## src/rtl/vec_mem_stage_ctrl.sv

```systemverilog
// Vector memory stage sequencer: splits one load/store request into 64-bit chunk
// accesses to the vector memory unit, gathers load data and reports completion or timeout.
module vec_mem_stage_ctrl #(
  parameter int MAX_CHUNKS = 4,
  parameter int CNT_W      = 3,
  parameter int TIMEOUT    = 64
) (
  input  logic                      clk,
  input  logic                      reset,
  input  logic                      req_valid,
  output logic                      req_ready,
  input  logic                      req_is_store,
  input  logic [31:0]               req_base_addr,
  input  logic [31:0]               req_stride,
  input  logic [CNT_W-1:0]          req_count,
  input  logic [64*MAX_CHUNKS-1:0]  req_store_data,
  output logic                      stall,
  output logic                      mem_start,
  output logic [31:0]               cpu_addr,
  output logic [63:0]               vec_data_in,
  output logic                      wr_en,
  input  logic                      mem_ready,
  input  logic [63:0]               vec_data_out,
  output logic                      wb_valid,
  output logic [64*MAX_CHUNKS-1:0]  wb_data,
  output logic                      timeout_err
);

  localparam int IDX_W = (MAX_CHUNKS > 1) ? $clog2(MAX_CHUNKS) : 1;
  localparam int TO_W  = (TIMEOUT > 1) ? $clog2(TIMEOUT) : 1;

  typedef enum logic [1:0] {
    IDLE     = 2'd0,
    ISSUE    = 2'd1,
    WAIT_RDY = 2'd2,
    DONE     = 2'd3
  } state_t;

  state_t                         state_q, state_d;
  logic [IDX_W-1:0]               idx_q;
  logic [IDX_W-1:0]               last_q;
  logic                           is_store_q;
  logic [31:0]                    addr_q;
  logic [31:0]                    stride_q;
  logic [MAX_CHUNKS-1:0][63:0]    store_q;
  logic [MAX_CHUNKS-1:0][63:0]    wb_q;
  logic [TO_W-1:0]                to_cnt_q;
  logic                           to_err_q;
  logic                           ack_q;

  logic [CNT_W-1:0]               cnt_eff;
  logic [IDX_W-1:0]               last_in;
  logic                           to_hit;
  logic                           last_chunk;

  always_comb begin
    if (req_count == '0)
      cnt_eff = CNT_W'(1);
    else if (req_count > CNT_W'(MAX_CHUNKS))
      cnt_eff = CNT_W'(MAX_CHUNKS);
    else
      cnt_eff = req_count;
  end

  assign last_in    = IDX_W'(cnt_eff - CNT_W'(1));
  assign to_hit     = (to_cnt_q == TO_W'(TIMEOUT - 1));
  assign last_chunk = (idx_q == last_q);
  assign wb_data    = wb_q;

  always_ff @(posedge clk) begin
    if (reset)
      state_q <= IDLE;
    else
      state_q <= state_d;
  end

  // mem_ready is absorbed into ack_q; the cycle after it is the idle gap the
  // unit needs before the next start, and is where the chunk index advances.
  always_comb begin
    state_d     = state_q;
    req_ready   = 1'b0;
    stall       = 1'b1;
    mem_start   = 1'b0;
    cpu_addr    = '0;
    vec_data_in = '0;
    wr_en       = 1'b0;
    wb_valid    = 1'b0;
    timeout_err = 1'b0;
    unique case (state_q)
      IDLE: begin
        req_ready = 1'b1;
        stall     = 1'b0;
        if (req_valid)
          state_d = ISSUE;
      end
      ISSUE: begin
        mem_start   = 1'b1;
        cpu_addr    = addr_q;
        vec_data_in = store_q[idx_q];
        wr_en       = is_store_q;
        state_d     = WAIT_RDY;
      end
      WAIT_RDY: begin
        cpu_addr    = addr_q;
        vec_data_in = store_q[idx_q];
        wr_en       = is_store_q;
        if (ack_q)
          state_d = last_chunk ? DONE : ISSUE;
        else if (!mem_ready && to_hit)
          state_d = DONE;
      end
      DONE: begin
        wb_valid    = 1'b1;
        timeout_err = to_err_q;
        state_d     = IDLE;
      end
      default: state_d = IDLE;
    endcase
  end

  always_ff @(posedge clk) begin
    if (reset) begin
      idx_q      <= '0;
      last_q     <= '0;
      is_store_q <= 1'b0;
      addr_q     <= '0;
      stride_q   <= '0;
      store_q    <= '0;
      wb_q       <= '0;
      to_cnt_q   <= '0;
      to_err_q   <= 1'b0;
      ack_q      <= 1'b0;
    end else begin
      unique case (state_q)
        IDLE: begin
          if (req_valid) begin
            idx_q      <= '0;
            last_q     <= last_in;
            is_store_q <= req_is_store;
            addr_q     <= req_base_addr;
            stride_q   <= req_stride;
            store_q    <= req_store_data;
            wb_q       <= '0;
            to_err_q   <= 1'b0;
            ack_q      <= 1'b0;
          end
        end
        ISSUE: begin
          to_cnt_q <= '0;
          ack_q    <= 1'b0;
        end
        WAIT_RDY: begin
          if (ack_q) begin
            ack_q <= 1'b0;
            if (!last_chunk) begin
              idx_q  <= idx_q + IDX_W'(1);
              addr_q <= addr_q + stride_q;
            end
          end else if (mem_ready) begin
            ack_q <= 1'b1;
            if (!is_store_q)
              wb_q[idx_q] <= vec_data_out;
          end else if (to_hit) begin
            to_err_q <= 1'b1;
          end else begin
            to_cnt_q <= to_cnt_q + TO_W'(1);
          end
        end
        DONE: begin
          ack_q <= 1'b0;
        end
        default: ;
      endcase
    end
  end

endmodule

```

## config.mk

```make
export PLATFORM = sky130hd
export DESIGN_NAME = vec_mem_stage_ctrl
export DESIGN_NICKNAME = d
export VERILOG_FILES = /design/src/rtl/vec_mem_stage_ctrl.sv
export SDC_FILE = /design/constraint.sdc
export NUM_CORES = 1
export LEC_CHECK = 0
export ABC_AREA = 0
export BUFFER_PORTS_ARGS = -buffer_cell sky130_fd_sc_hd__buf_2
export CAP_MARGIN = 20
export CORE_AREA = 2 2 291 293
export DETAILED_ROUTE_END_ITERATION = 8
export DIE_AREA = 0 0 293 295
export GPL_ROUTABILITY_DRIVEN = 0
export PLACE_DENSITY = 0.6
export SYNTH_ARGS = -nofsm -noshare
export SYNTH_HDL_FRONTEND = slang
export SYNTH_SLANG_ARGS = --single-unit
export TNS_END_PERCENT = 100
```

## constraint.sdc

```tcl
create_clock -name clk -period 2.9 [get_ports clk]
set_input_delay 0.58 -clock clk [delete_from_list [all_inputs] [get_ports clk]]
set_output_delay 0.58 -clock clk [all_outputs]
set_load 0.05 [all_outputs]
```

==> results by group <==
Synthesis
  – Sequential share of the synthesized area: 48.8%
  – Mapped cell area: 0.0243 mm^2
  – Largest area contributor in the netlist: dfxtp_1
  – Post-synth EDFFs: 0
  – Top-count cell post-synth: nand2_1
  – Top-area cell type share of the netlist area: 48.8%
  – Unique masters post-synth: 63
  – Cells after Synth: 2,840
  – Yosys warning count: 0
  – Syn nets: 3,273
  – Synth Register Bits: 591
  – Main synth FF type: dfxtp_1
  – Synth top area cells: dfxtp_1 49%, nand2_1 9.7%, a22oi_1 8.0%
  – Ys async rst share: 0%
  – Synthesized area per cell: 8.54 um^2
  – Most instantiated cells after synthesis: 630 x nand2_1, 591 x dfxtp_1, 365 x a21oi_1, 311 x nor2_1, 257 x a22oi_1

Final layout
  – Filler cell count: 8,539
  – Layout Utilization: 38.5%
  – Share of cells above drive strength 1: 29.2%
  – Final #Nets: 3,927
  – Final cell count without fillers: 4,641
  – Synth-to-Final Area Change: 32.0%

Floorplanning
  – Core ar.: 0.0832 mm^2
  – IO Count: 750
  – Die width: 293 um
  – Starting Density: 29.2%
  – Die height: 295 um
  – Die Area: 0.0864 mm^2
  – FP Rows: 106

Setup path
  – Crit path max-delay cell type: mux4_2
  – CP endpoint kind: primary output
  – Top cell family by delay on the critical path: multiplexers
  – Crit Path Category: reg2out
  – Worst path max stage delay: 0.52 ns
  – Worst Path Arrival: 2.29 ns
  – Startpoint Class: register
  – Critical path peak fanout: 16
  – WP buf/inv: 2
  – Critical Path RT: 2.32 ns
  – CP Cell Sequence: buf_16 -> mux4_2 -> and2_1 -> buf_2

STA
  – Clock skew: 0.0237 ns
  – RSZ-0062 raised after global routing: yes
  – Min cycle time layout: 2.87 ns
  – Fmax: 0.349 GHz
  – Hold WS: 0.199 ns
  – Rel. slew slack: 42.4%
  – Final setup violation count: 0
  – Worst-Margin Slew: 0.863 ns
  – Final Hold Vio Count: 0
  – Final period util: 98.8%
  – Max-slew violations: 0

Drt
  – Total number of vias: 23.3k
  – Avg WL per Cell: 19.4 um
  – 1st-pass router iterations: 8
  – Via-per-instance ratio: 5.01
  – DR DRC count: 0
  – Post-Route WL: 90,200 um
  – ANT nets after route: 0
  – Starting DRC count in detailed routing: 1,461

Power and ir drop
  – Reg power frac: 35.2%
  – P_leak: 13.6 nW
  – Net Sw Frac: 37.9%
  – Logic pwr share: 32.8%
  – Switch Pwr: 0.0104 W
  – Pwr Total: 0.0274 W
  – PwrDens: 856 mW/mm^2
  – Worst vdd ir: 0.000500 V
  – Internal: 0.0170 W
  – Clk pwr share: 32.0%

Clock network
  – Count of hold-fix buffers inserted at cts: 0
  – Worst-path clk slew: 0.07 ns
  – H-tree depth: 3
  – CTS tree: yes
  – Clk root buf: clkbuf_16
  – Clk Latency, worst-skew pair: 0.61 ns
  – Clock sinks: 591
  – Number of CTS-inserted buffers: 69
  – Clock tree buffer depth: 3

GRT
  – Vias in the first global route: 22.1k
  – Gr usage total: 19.7%
  – Pin count of the biggest net entering global routing: 160
  – Initial antenna violation count: 22
  – Wire length of the first global-routing pass: 133,000 um
  – Remaining Overflow, GRT: 0

Status
  – Status: finished, final reports clean

Run
  – Max-cap violations: 0

Placed design
  – Dpl hpwl: 62,800 um
  – PortBufs: 749
  – Placed insts: 4,494

Worst hold path
  – HP Class: in2reg
final timing paths:
kind	start	to	slack (ns)	cells past startpoint
worst min-delay path	req_store_data[128]	store_q[128]	0.20	3
worst min register to register	store_q[100]	store_q[100]	0.45	2
worst max-delay path	idx_q[1]	vec_data_in[50]	0.03	4
worst max register to register	addr_q[0]	addr_q[28]	0.09	10
worst min-delay path, stage by stage:
cell and delay (ns):
buf_2 0.09, nand2_1 0.04, a21oi_1 0.05
through the flow:
| stage | TNS (ns) | worst slack, ns | cell area, um^2 |
|---|---|---|---|
| after floorplan | 0 | 0.0883 | 24300 |
| after global placement | -0.0728 | -0.0728 | 29300 |
| after detailed placement | -0.0887 | -0.0887 | 29300 |
| after CTS | -0.366 | -0.0563 | 31800 |
| after global routing | -0.259 | -0.0562 | 32000 |
| final | 0 | 0.0341 | 32000 |
sequential cells by signal, summed over array words and instances (netlist names), 2 cells and up:
register and cells:
to_cnt_q 6, state_q 2, last_q 2, store_q 256, wb_data 256, stride_q 32, idx_q 2, addr_q 32
logic make-up after synthesis:
group                      after synthesis  synth area share, %
DFF                                    591                 48.8
AOI/OAI and AO/OA                      737                 18.8
and+or+nand+nor                       1124                 19.3
xor gates and xnor gates                21                0.758
buffers and inverters                  252                 3.92
adders and majority gates               41                 2.15
muxes                                   74                 6.35
power by group through the flow:
stage	logic (W)	clock network, W	registers, W
global placement	0.00860	0	0.00978
finish	0.00899	0.00876	0.00965
global route	0.00972	0.00930	0.00976
CTS	0.00897	0.00897	0.00964
detailed placement	0.00862	0	0.00982
floorplan	0.00568	0	0.00977
what timing repair did:
item / in CTS / in global routing
setup endpoints to repair: 72 / 60
gates resized for setup: 71 / 20
cloned: 1 / 2
buffers inserted: 2 / 4
layer usage:
layer	up-vias	track usage (%)	share of wire, %
met3	196	5.23	7.3
li1	11133	-	-
met5	-	0	0.10
met1	11125	24.7	41
met4	14	8.07	3.7
met2	795	32.1	48
final cells by class:
type	count	area (um^2)	area share, %
flip-flops and latches	591	11800	37.0
multi-input cells	1997	11600	36.2
repair buffers	815	4840	15.1
clock buffers	102	2010	6.28
well taps	1080	1350	4.22
clock inverters	22	260	0.813
inverters	20	78.8	0.246
diodes	14	35.0	0.109
layout by cell type (no fill, tap or decap), types with 4 or more instances in the layout:
| master | netlist | routed |
|---|---|---|
| dfxtp_1 | 591 | 589 |
| nand4_1 | 8 | 8 |
| clkinv_2 | 0 | 11 |
| a21o_1 | 8 | 8 |
| a211o_1 | 4 | 4 |
| buf_16 | 0 | 4 |
| nor2_1 | 311 | 311 |
| buf_2 | 4 | 709 |
| ha_1 | 40 | 38 |
| or3_1 | 4 | 4 |
| diode_2 | 0 | 14 |
| o21bai_1 | 7 | 7 |
| clkbuf_4 | 0 | 5 |
| or2_2 | 5 | 5 |
| nor3_1 | 13 | 13 |
| mux4_2 | 64 | 64 |
| inv_1 | 19 | 18 |
| buf_6 | 0 | 28 |
| a21oi_1 | 365 | 362 |
| and2_4 | 1 | 13 |
| mux2i_1 | 10 | 10 |
| and3_1 | 4 | 4 |
| clkbuf_1 | 216 | 18 |
| nand2_1 | 630 | 629 |
| buf_12 | 0 | 21 |
| xor2_1 | 8 | 8 |
| a22oi_1 | 257 | 257 |
| a31oi_1 | 5 | 5 |
| o21ai_4 | 0 | 4 |
| clkbuf_8 | 0 | 14 |
| clkbuf_16 | 0 | 72 |
| o21ai_0 | 38 | 37 |
| and2_2 | 0 | 4 |
| a211oi_1 | 19 | 19 |
| buf_4 | 0 | 44 |
| nor2b_1 | 5 | 5 |
| and2_1 | 104 | 88 |
| nand3_1 | 21 | 21 |
| xnor2_1 | 13 | 13 |
Power figures use the tool's default switching activity.
